[src/rtl/sysref_phase_pkg.sv]
// Shared status-word layout for the SYSREF phase tracker.
package sysref_phase_pkg;

    localparam int PHASE_W      = 16;
    localparam int PH_VALID     = 8;
    localparam int PH_LOCKED    = 9;
    localparam int PH_SLIP      = 10;
    localparam int PH_MISS      = 11;
    localparam int PH_MATCH_LSB = 12;

    // Field order mirrors the bit positions above, MSB first.
    typedef struct packed {
        logic [3:0] match;
        logic       miss;
        logic       slip;
        logic       locked;
        logic       valid;
        logic [7:0] phase;
    } status_t;

endpackage

[src/rtl/phase_mod_add.sv]
// Registered (phase + offset) mod PERIOD; phase < PERIOD and PERIOD >= 16,
// so two conditional subtractions always bring the sum back into range.
module phase_mod_add #(
    parameter int PERIOD = 24
) (
    input  logic       clk,
    input  logic       rst_n,
    input  logic [7:0] phase,
    input  logic [4:0] offset,
    output logic [7:0] target
);

    localparam logic [8:0] P9 = 9'(PERIOD);

    logic [8:0] sum0;
    logic [8:0] sum1;

    always_comb begin
        sum0 = {1'b0, phase} + {4'b0, offset};
        sum1 = (sum0 >= P9) ? sum0 - P9 : sum0;
    end

    always_ff @(posedge clk or negedge rst_n) begin
        if (!rst_n) begin
            target <= '0;
        end else begin
            target <= (sum1 >= P9) ? 8'(sum1 - P9) : sum1[7:0];
        end
    end

endmodule

[src/rtl/sysref_phase_tracker.sv]
// Measures SYSREF edge phase against a modulo-PERIOD aclk counter, qualifies lock,
// flags slip/missing and issues the sync strobe. Optional macro: SYSREF_PHASE_REALIGN_EN.
module sysref_phase_tracker
    import sysref_phase_pkg::*;
#(
    parameter int PERIOD     = 24,
    parameter int LOCK_COUNT = 4,
    parameter int MISS_LIMIT = 48
) (
    input  logic               aclk_i,
    input  logic               aresetn_i,
    input  logic               sysref_i,
    input  logic [4:0]         sync_offset_i,
    input  logic               clear_i,
    output logic [PHASE_W-1:0] phase_o,
    output logic               locked_o,
    output logic               sync_o
);

    localparam int                MISS_W   = $clog2(MISS_LIMIT + 1);
    localparam logic [7:0]        CNT_MAX  = 8'(PERIOD - 1);
    localparam logic [3:0]        LOCK_MAX = 4'(LOCK_COUNT);
    localparam logic [MISS_W-1:0] MISS_MAX = MISS_W'(MISS_LIMIT);

    logic [7:0]        cnt;
    logic [7:0]        cnt_nxt;
    logic [7:0]        edge_phase;
    logic [7:0]        target;
    logic              sysref_q;
    logic              rise;
    logic              realign;
    logic              sync_nxt;
    logic              set_slip;
    logic              set_miss;
    logic [3:0]        match_inc;
    logic [MISS_W-1:0] miss_cnt;
    logic [MISS_W-1:0] miss_nxt;
    status_t           st;
    status_t           st_nxt;

    assign rise = sysref_i & ~sysref_q;

    always_comb begin
`ifdef SYSREF_PHASE_REALIGN_EN
        realign = rise && (st.match == 4'd0);
`else
        realign = 1'b0;
`endif
        edge_phase = realign ? 8'd0 : cnt;
        cnt_nxt    = (cnt == CNT_MAX) ? 8'd0 : cnt + 8'd1;
        if (realign) begin
            cnt_nxt = 8'd1;
        end

        match_inc = (st.match == LOCK_MAX) ? st.match : st.match + 4'd1;
        st_nxt    = st;
        miss_nxt  = miss_cnt;
        set_slip  = 1'b0;
        set_miss  = 1'b0;

        // A rise always takes priority over the miss timer reaching its limit.
        if (rise) begin
            st_nxt.phase = edge_phase;
            st_nxt.valid = 1'b1;
            miss_nxt     = '0;
            if (st.valid && (edge_phase == st.phase)) begin
                st_nxt.match  = match_inc;
                st_nxt.locked = (match_inc == LOCK_MAX);
            end else begin
                st_nxt.match  = '0;
                st_nxt.locked = 1'b0;
                set_slip      = st.locked;
            end
        end else if (miss_cnt != MISS_MAX) begin
            miss_nxt = miss_cnt + MISS_W'(1);
            if (miss_nxt == MISS_MAX) begin
                set_miss      = 1'b1;
                st_nxt.locked = 1'b0;
                st_nxt.match  = '0;
            end
        end

        st_nxt.slip = (st.slip & ~clear_i) | set_slip;
        st_nxt.miss = (st.miss & ~clear_i) | set_miss;

        // Gate with next-state lock so a capture change never fires on the stale target.
        sync_nxt = st_nxt.locked & (cnt == target);
    end

    always_ff @(posedge aclk_i or negedge aresetn_i) begin
        if (!aresetn_i) begin
            cnt      <= '0;
            sysref_q <= 1'b0;
            st       <= '0;
            miss_cnt <= '0;
            sync_o   <= 1'b0;
        end else begin
            cnt      <= cnt_nxt;
            sysref_q <= sysref_i;
            st       <= st_nxt;
            miss_cnt <= miss_nxt;
            sync_o   <= sync_nxt;
        end
    end

    phase_mod_add #(
        .PERIOD (PERIOD)
    ) u_target (
        .clk    (aclk_i),
        .rst_n  (aresetn_i),
        .phase  (st.phase),
        .offset (sync_offset_i),
        .target (target)
    );

    assign phase_o  = st;
    assign locked_o = st.locked;

endmodule

[config.mk]
export PLATFORM = sky130hd
export DESIGN_NAME = sysref_phase_tracker
export DESIGN_NICKNAME = d
export VERILOG_FILES = /design/src/rtl/sysref_phase_pkg.sv /design/src/rtl/phase_mod_add.sv /design/src/rtl/sysref_phase_tracker.sv
export SDC_FILE = /design/constraint.sdc
export NUM_CORES = 1
export LEC_CHECK = 0
export CORE_MARGIN = 4
export CORE_UTILIZATION = 35
export CTS_BUF_LIST = sky130_fd_sc_hd__clkbuf_2
export CTS_CLUSTER_SIZE = 8
export DETAILED_ROUTE_END_ITERATION = 16
export DONT_BUFFER_PORTS = 1
export PLACE_DENSITY = 0.56
export SLEW_MARGIN = 5
export SYNTH_ARGS = -nofsm -noshare
export SYNTH_HDL_FRONTEND = slang
export SYNTH_SLANG_ARGS = --single-unit
[constraint.sdc]
create_clock -name aclk_i -period 8.41 [get_ports aclk_i]
set_input_delay 0.4205 -clock aclk_i [delete_from_list [all_inputs] [get_ports aclk_i]]
set_output_delay 0.4205 -clock aclk_i [all_outputs]
set_load 0.005 [all_outputs]
Word level (Yosys, flattened, before mapping)
Index checks and enable logic that the tools add are counted.
{"block": "classes", "add_sub_neg": 6, "order_cmp": 2, "eq_ne": 7, "mux": 19, "bitwise": 8, "reduce_logical": 4}
{"op": "4-bit 2-to-1 mux", "n": 5}
{"op": "9-bit by 5-bit >= comparator with 1-bit output (second input constant)", "n": 2}
{"op": "8-bit == test", "n": 2}
{"op": "8-bit 2-to-1 mux", "n": 2}
{"op": "6-bit 2-to-1 mux", "n": 2}
{"op": "8-bit by 5-bit adder with 9-bit output", "n": 1}
{"op": "1-bit 2-to-1 mux", "n": 9}
{"op": "9-bit 2-to-1 mux", "n": 1}
{"op": "9-bit by 5-bit subtractor with 9-bit output (second input constant)", "n": 1}
{"op": "8-bit by 1-bit adder with 8-bit output (second input constant)", "n": 1}
{"op": "4-bit by 3-bit == test with 1-bit output (second input constant)", "n": 2}
{"op": "8-bit by 5-bit == test with 1-bit output (second input constant)", "n": 1}
{"op": "8-bit by 5-bit subtractor with 8-bit output (second input constant)", "n": 1}
{"op": "6-bit by 1-bit adder with 6-bit output (second input constant)", "n": 1}
{"op": "6-bit == test (second input constant)", "n": 1}
{"op": "6-bit != test (second input constant)", "n": 1}
{"op": "4-bit by 1-bit adder with 4-bit output (second input constant)", "n": 1}
{"op": "1-bit bitwise AND", "n": 4}
{"op": "2-bit nonzero test", "n": 2}
{"op": "1-bit NOT", "n": 2}
{"op": "1-bit bitwise OR", "n": 2}
{"op": "2-bit AND reduction", "n": 1}
{"op": "1-bit logical AND", "n": 1}
{"block": "totals", "ff_bits": 40, "word_cells": 57}

Logic depth before layout (Yosys ltp)
Gate-level depths: netlist of the first run.
{"block": "logic_depth", "ltp_word": 6, "ltp_mapped": 15, "mapped_depth_nobuf": 14}

Modules after synthesis
Synthesis of the first run repeated with hierarchy kept, for this count alone.
{"block": "hier_totals", "cells_unflattened": 247, "hier_area_um2": 2555.0}
{"module": "sysref_phase_tracker", "n_inst": 1, "cells_each": 152, "area_per_inst_um2": 1711.6, "seq_area_each_um2": 800.8}
{"module": "phase_mod_add", "n_inst": 1, "cells_each": 95, "area_per_inst_um2": 843.3, "seq_area_each_um2": 200.2}

Worst setup path after synthesis of the first run
Ideal clock, no wire load.
{"block": "synth_path", "path_type": "input-to-reg", "from": "input port sync_offset_i[0]", "to": "register u_target.target[4]", "arrival_ns": 3.823, "setup_slack_ns": 4.462, "cell_stages": 15, "n_path_buf": 1, "path_cell_list": "ha_1 inv_1 fa_1 nand2b_2 a21oi_2 xor2_2 ha_1 clkbuf_8 nor4b_4 mux2_2 ha_1 inv_1 o311ai_4 nor4b_4 mux2_4"}
{"block": "synth_between", "elab_chain_len": 5}
{"item": "from (decl)", "line": "sysref_phase_tracker.sv:13", "rtl": "input logic [4:0] sync_offset_i,"}
{"item": "8-bit by 5-bit adder with 9-bit output (*)", "line": "phase_mod_add.sv:19", "rtl": "sum0 = {1'b0, phase} + {4'b0, offset};"}
{"item": "9-bit by 5-bit subtractor with 9-bit output or 9-bit by 5-bit >= comparator with 1-bit output (tied branches)", "line": "phase_mod_add.sv:20", "rtl": "sum1 = (sum0 >= P9) ? sum0 - P9 : sum0;"}
{"item": "9-bit 2-to-1 mux (*)", "line": "phase_mod_add.sv:20"}
{"item": "8-bit by 5-bit subtractor with 8-bit output or 9-bit by 5-bit >= comparator with 1-bit output (tied branches)", "line": "phase_mod_add.sv:27", "rtl": "target <= (sum1 >= P9) ? 8'(sum1 - P9) : sum1[7:0];"}
{"item": "8-bit 2-to-1 mux (*)", "line": "phase_mod_add.sv:27"}
{"item": "to (signal assigned)", "line": "phase_mod_add.sv:27"}
{"item": "to (decl)", "line": "phase_mod_add.sv:10", "rtl": "output logic [7:0] target"}
Mark *: on every way between the ends. The rest lies on a longest branch, timed or not.
A chain may end at the register's enable or synchronous reset.

Worst setup path after layout of the first run
{"block": "layout_path", "from": "register st (netlist bit phase_o[0])", "to": "register u_target.target[4]"}
{"block": "layout_between", "elab_chain_len": 5}
{"item": "from (decl)", "line": "sysref_phase_tracker.sv:38", "rtl": "status_t st;"}
{"item": "from (signal assigned)", "line": "sysref_phase_tracker.sv:100", "rtl": "st <= st_nxt;"}
{"item": "8-bit by 5-bit adder with 9-bit output (*)", "line": "phase_mod_add.sv:19"}
{"item": "9-bit by 5-bit subtractor with 9-bit output or 9-bit by 5-bit >= comparator with 1-bit output (tied branches)", "line": "phase_mod_add.sv:20"}
{"item": "9-bit 2-to-1 mux (*)", "line": "phase_mod_add.sv:20"}
{"item": "8-bit by 5-bit subtractor with 8-bit output or 9-bit by 5-bit >= comparator with 1-bit output (tied branches)", "line": "phase_mod_add.sv:27"}
{"item": "8-bit 2-to-1 mux (*)", "line": "phase_mod_add.sv:27"}
Marks and branches as above.

==> metrics.txt, run 1 <==
Syn Area/Cell=9.82 sq um; final worst path period share=51.4%; drt initial violations=70; # fillers=between 700 and 800; hold bufs inserted after CTS=3; P&R area growth vs syn=5.26%; cell taking the most area after synthesis=dfrtp_1; largest fanout on the critical path=9; Routed WL=5350 um; status=finished clean; maxcap violations=0; crit path launch=phase_o[0]; total track usage=approximately an eighth; Reg area=between 0.001 and 0.0015 sq mm; async set or reset register ratio after synthesis=100%; Slew Viols, Final=0; first-pass GRT wire length=9100 um; warnings from Yosys=0; vias in the first global route=1,861; Hold WS=112 ps; Syn Nets=293; ranking of synthesized cells by area=dfrtp_1 38%, ha_1 5.6%, xor2_1 5.6%; post-synth cell types=55; Power Density=177 mW/mm^2; Final min period=4320 ps; RePlAce Congestion=0.886; worst r2r path cells=14; Die Y-Extent=95.2 um; Fin. Hold Viols=0; grt ovf=0; largest net degree at the start of global routing=~40; startpoint type of the worst setup path=register; initial antenna violation count=0; die area=0.00907 sq mm; Antenna Cells=0; CTS resizes=0; share of cells above drive strength 1=14.7%; area of the multi-input gates=approximately 0.0015 sq mm; reg-to-reg startpoint=phase_o[0]; Max Clock Freq=0.231 GHz; Synth Register Bits=40; slew margin rel.=63.4%; critical path endpoint category=register; Setup Crit Path Kind=reg -> reg; CTS sink count=40; htree depth=2; Gate Count Post-Synth=271; Ports=27; routed vias=1,865; Layout Cells excl Fill=371; routed len/inst=between 10 and 15 um; CP Capture Point=u_target.target[4]; most common library cells after synthesis=40 x dfrtp_1, 20 x inv_1, 18 x nor2_1; DRC=0; clock slew at reported path FFs=around 190 ps; synthesized area=0.00266 sq mm; share of the synthesized area in the top cell type=a little under two fifths; post-DP HPWL=roughly 4200 um; Clock Tree Buf Depth=2; clk_skew=12.1 ps; Routed Antenna Nets=0; clk_lat worst skew=~380 ps; CTS tree=built; Initial Util=36.3%; P_leak=0.00123 uW; Fin Setup TNS=0 ps; reg-to-reg slack, setup=4090 ps; RSZ-0062 raised after global routing=false; worst slew pin tran=549 ps; DR vias/cell=5.03; worst endpoint required time=8700 ps; Site Rows=31; core area=0.00733 sq mm; sequential share of the synthesized area=37.6%; worst vdd ir=0.0000693 V; RR Endpoint=u_target.target[4]; total placed cells including tap cells=360; most common cell in the netlist=dfrtp_1; number of post-CTS setup repair buffers=0; I/O Buffers=0; HP Class=in -> reg; Post-synth top flop=dfrtp_1; final setup vio count=0; # nets final=293; Die Width=95.2 um; Post-synth EDFFs=0; cts bufs inserted=5; drt pass-1 iters=4; CTS root buf=clkbuf_2; crit path DAT=4610 ps
-- cell families (layout without fill, tap and decap cells) --
kind of cell | count (synthesis) | after routing | share of synthesized area [%]
AOI/OAI and AO/OA | 53 | 53 | 15.6
adders and majority gates | 13 | 13 | 6.39
and+or+nand+nor | 89 | 89 | 19.0
muxes | 11 | 11 | 4.60
xor gates and xnor gates | 33 | 33 | 11.1
buffers and inverters | 32 | 33 | 5.69
DFF | 40 | 40 | 37.6
-- power by group --
group	total, uW	internal (uW)	switching (uW)
clock	79.3	20.8	58.5
sequential	237	217	20.2
combinational	180	84.5	95.8
-- registers in the layout (all words and copies together) (netlist names) --
signal / cells
phase_o: 15
cnt: 8
u_target.target: 8
miss_cnt: 6
locked_o: 1
sync_o: 1
sysref_q: 1
-- critical path, cell delays in order, from the launching register on --
cell and delay (ps):
dfrtp_1 510, ha_1 220, inv_1 50, fa_1 390
nand2b_2 230, a21oi_2 180, xor2_2 140, ha_1 360
nor4b_4 560, mux2_2 410, ha_1 200, inv_1 110
o311ai_4 120, nor4b_4 430, mux2_4 330
-- layout by cell type, fill, tap and decap left out, drive strengths merged, types with 10 or more instances in the layout --
| cell | count |
|---|---|
| dfrtp | 40 |
| inv | 21 |
| nand2 | 19 |
| nor2 | 18 |
| xor2 | 18 |
| xnor2 | 15 |
| o21ai | 15 |
| nand3 | 14 |
| ha | 12 |
| a21oi | 10 |
-- area by class of cell --
class	instances	area share, %
Multi-Input combinational cell	199	53.9
Sequential cell	40	35.7
Tap cell	99	4.42
Inverter	21	2.81
Timing Repair Buffer	4	1.70
Clock buffer	6	1.07
Clock inverter	2	0.402
-- metal layers --
metal / GRT usage (%) / vias to the layer above / part of all wire, %
met2: 21.4 / 34 / 47
li1: - / 950 / -
met1: 16.3 / 873 / 47
met4: 3.73 / 0 / 1.7
met3: 3.08 / 8 / 4.8
met5: 0 / - / 0
-- through the flow --
step	setup slack (ps)	utilization (%)	power, uW	cell area, sq um
after floorplan	4460	-	389	2660
after global placement	4180	37.1	414	2720
after detailed placement	4080	37.1	416	2720
after CTS	4060	38.2	504	2800
after global routing	3790	38.2	537	2800
final	4090	38.2	496	2800
-- worst min path at each step --
stage,from,endpoint,cells after the start
2_1_floorplan,aresetn_i,cnt[0],0
3_3_place_gp,aresetn_i,miss_cnt[1],0
3_5_place_dp,aresetn_i,miss_cnt[0],0
4_1_cts,clear_i,phase_o[10],1
5_1_grt,clear_i,phase_o[10],1
6_report,clear_i,phase_o[10],1
No activity file was read; power rests on OpenSTA's default activity.
==> inputs of run 2 (changes only) <==
- ABC_AREA: not set -> 1
- clock period: 8.41 -> 4.21 ns (I/O delays scaled with it)
==> run 2 against run 1 <==
Cell count grew 21%; non-clock buffer count rose by 2; synthesized cell count rose by 27%; worst hold slack gained 13 ps; via count rose by 13%; synthesized area decreased by 3.1%; core utilization is 0.17 points higher; first-iteration DRC count is 39% higher; clock skew about the same; highest routed layer unchanged.
==> metrics.txt, run 2 <==
I/O Buffers=0 (unchanged); Syn Area/Cell=7.48 sq um (was 9.82 sq um); post-DP HPWL=4150 um (was 4170 um); slew margin rel.=67.2% (was 63.4%); cell taking the most area after synthesis=dfrtp_1 (unchanged); Fin. Hold Viols=0 (unchanged); sequential share of the synthesized area=38.8% (was 37.6%); share of cells above drive strength 1=7.71% (was 14.7%); CTS root buf=clkbuf_2 (unchanged); die area=0.00881 sq mm (was 0.00907 sq mm); post-synth cell types=32 (was 55); clk_skew=11.8 ps (was 12.1 ps); max reg flops=15 (unchanged); RePlAce Congestion=0.846 (was 0.886); startpoint type of the worst setup path=register (unchanged); core area=0.00721 sq mm (was 0.00733 sq mm); Routed Antenna Nets=0 (unchanged); total track usage=13.0% (was 12.8%); Max Clock Freq=0.316 GHz (was 0.231 GHz); Post-synth top flop=dfrtp_1 (unchanged); grt ovf=0 (unchanged); Gate Count Post-Synth=345 (was 271); Fin Setup TNS=0 ps (unchanged); Site Rows=31 (unchanged); commonest non-fill, non-tap cell in the layout=nand2_1 (was dfrtp_1); DR vias/cell=4.69 (was 5.03); CTS sink count=40 (unchanged); htree depth=2 (unchanged); worst slew pin tran=487 ps (was 549 ps); crit path DAT=3440 ps (was 4610 ps); Clock Tree Buf Depth=2 (unchanged); met2 WL post-DR=2360 um (was 2500 um); met1 WL=2600 um (was 2490 um); largest fanout on the critical path=6 (was 9); synthesized area=0.00258 sq mm (was 0.00266 sq mm); Antenna Cells=0 (unchanged); Routed WL=5290 um (was 5350 um); final setup vio count=0 (unchanged); clock slew at reported path FFs=170 ps (was 190 ps); metal3 WL=252 um (was 254 um); initial antenna violation count=0 (unchanged); largest net degree at the start of global routing=41 (unchanged); drt initial violations=97 (was 70); cts bufs inserted=5 (unchanged); HP Class=in -> reg (unchanged); Synth Register Bits=40 (unchanged); Ports=27 (unchanged); Die Width=93.9 um (was 95.2 um); P&R area growth vs syn=7.32% (was 5.26%); most common library cells after synthesis=81 x nand2_1, 58 x inv_1, 40 x dfrtp_1 (was 40 x dfrtp_1, 20 x inv_1, 18 x nor2_1); final core occ=38.4% (was 38.2%); most common cell in the netlist=nand2_1 (was dfrtp_1); RSZ-0062 raised after global routing=false (unchanged); critical path endpoint category=register (unchanged); P_leak=0.00140 uW (was 0.00123 uW); Post-synth EDFFs=0 (unchanged); final worst path period share=75.1% (was 51.4%); worst vdd ir=0.000105 V (was 0.0000693 V); Die Y-Extent=93.9 um (was 95.2 um); # nets final=374 (was 293); Syn Nets=367 (was 293); async set or reset register ratio after synthesis=100% (unchanged); ranking of synthesized cells by area=dfrtp_1 39%, nand2_1 12%, inv_1 8.4% (was dfrtp_1 38%, ha_1 5.6%, xor2_1 5.6%); share of the synthesized area in the top cell type=38.8% (was 37.6%); drt pass-1 iters=4 (unchanged); Initial Util=35.8% (was 36.3%); Max Used Layer=met4 (unchanged); Power Density=340 mW/mm^2 (was 177 mW/mm^2); most frequent cells in the layout=81 x nand2_1, 58 x inv_1, 40 x dfrtp_1 (was 40 x dfrtp_1, 20 x inv_1, 18 x nor2_1); worst endpoint required time=4480 ps (was 8700 ps); vias in the first global route=2,058 (was 1,861); clk_lat worst skew=370 ps (was 380 ps); status=finished clean (unchanged); CTS tree=built (unchanged); routed len/inst=11.8 um (was 14.4 um); warnings from Yosys=0 (unchanged); Final min period=3160 ps (was 4320 ps); number of post-CTS setup repair buffers=0 (unchanged); first-pass GRT wire length=9230 um (was 9100 um); Setup Crit Path Kind=reg -> reg (unchanged); routed vias=2,105 (was 1,865); Slew Viols, Final=0 (unchanged); maxcap violations=0 (unchanged); DRC=0 (unchanged)
-- run 2: changes by cell type after synthesis, sizes merged, moves of 4 or more --
cell / change
mux2: -7
xnor2: -4
nand3: +18
clkbuf: -5
nor2b: -4
nor2: +12
and3: -4
a211oi: -5
a21o: -7
inv: +40
xor2: -9
mux2i: -4
nand2: +68
-- run 2: power breakdown --
| group | total (uW) | internal (uW) | switching (uW) |
|---|---|---|---|
| Clock | 143 | 31.9 | 111 |
| Sequential | 472 | 434 | 37.9 |
| Combinational | 328 | 134 | 194 |
| Total | 943 | 600 | 343 |
-- run 2: through the flow --
stage	hold WS (ps)	power, uW	instance area [sq um]	setup slack (ps)	cells
4_1_cts	109	956	2770	1050	449
2_1_floorplan	-85.1	736	2580	1380	345
5_1_grt	105	1030	2770	773	449
3_3_place_gp	-84.0	792	2690	1180	439
6_report	125	943	2770	1050	449
3_5_place_dp	-83.9	797	2690	1070	439
-- run 2: path summary, 6_finish.rpt --
check                                  from            endpoint  slack [ps]  cells past startpoint
max                              phase_o[0]  u_target.target[7]        1050                     19
min                        sync_offset_i[1]  u_target.target[1]         130                      3
max reg2reg                      phase_o[0]  u_target.target[7]        1050                     19
min reg2reg                          cnt[0]              cnt[0]         550                      1
max in group asynchronous         aresetn_i              cnt[5]        3740                      2
min in group asynchronous         aresetn_i         miss_cnt[0]         280                      2
-- run 2: layer usage --
layer | up-vias | track usage (%)
met5 | - | 0
met4 | 0 | 3.85
met3 | 8 | 3.37
met2 | 37 | 21.7
met1 | 959 | 16.6
li1 | 1101 | -
-- run 2: worst max-delay path, cell delays in order, from the launching register on --
cell and delay (ps):
dfrtp_1 460, ha_1 230, inv_1 70, fa_1 400, inv_1 90, nand2_1 50, nand2_1 110, nand3_1 80
nand2_1 120, inv_1 70, ha_1 200, inv_1 190, nand3_4 130, nand2_1 80, nand2_1 90, inv_1 110
ha_1 260, nor2_1 90, xor2_1 130, and2_1 130
-- run 2: cell type report --
| cell class | count | area, sq um |
|---|---|---|
| clock buffer | 5 | 25.0 |
| sequential | 40 | 1000 |
| inverter | 61 | 229 |
| timing repair buffer | 6 | 67.6 |
| multi-input combinational | 238 | 1320 |
| fill | 795 | 4440 |
| tap | 99 | 124 |
-- run 2: cells by family (layout without fill, tap and decap cells) --
| kind of cell | Yosys count | in the layout | share of synthesized area [%] |
|---|---|---|---|
| and+or+nand+nor | 174 | 174 | 31.3 |
| buffers and inverters | 67 | 72 | 9.94 |
| DFF | 40 | 40 | 38.8 |
| AOI/OAI and AO/OA | 31 | 31 | 6.59 |
| xor gates and xnor gates | 20 | 20 | 6.79 |
| adders and majority gates | 13 | 13 | 6.59 |
-- run 2: timing repair --
item,in CTS,in global routing
endpoints found under the hold margin,44,0
hold buffers,5,0
gates resized for setup,0,0
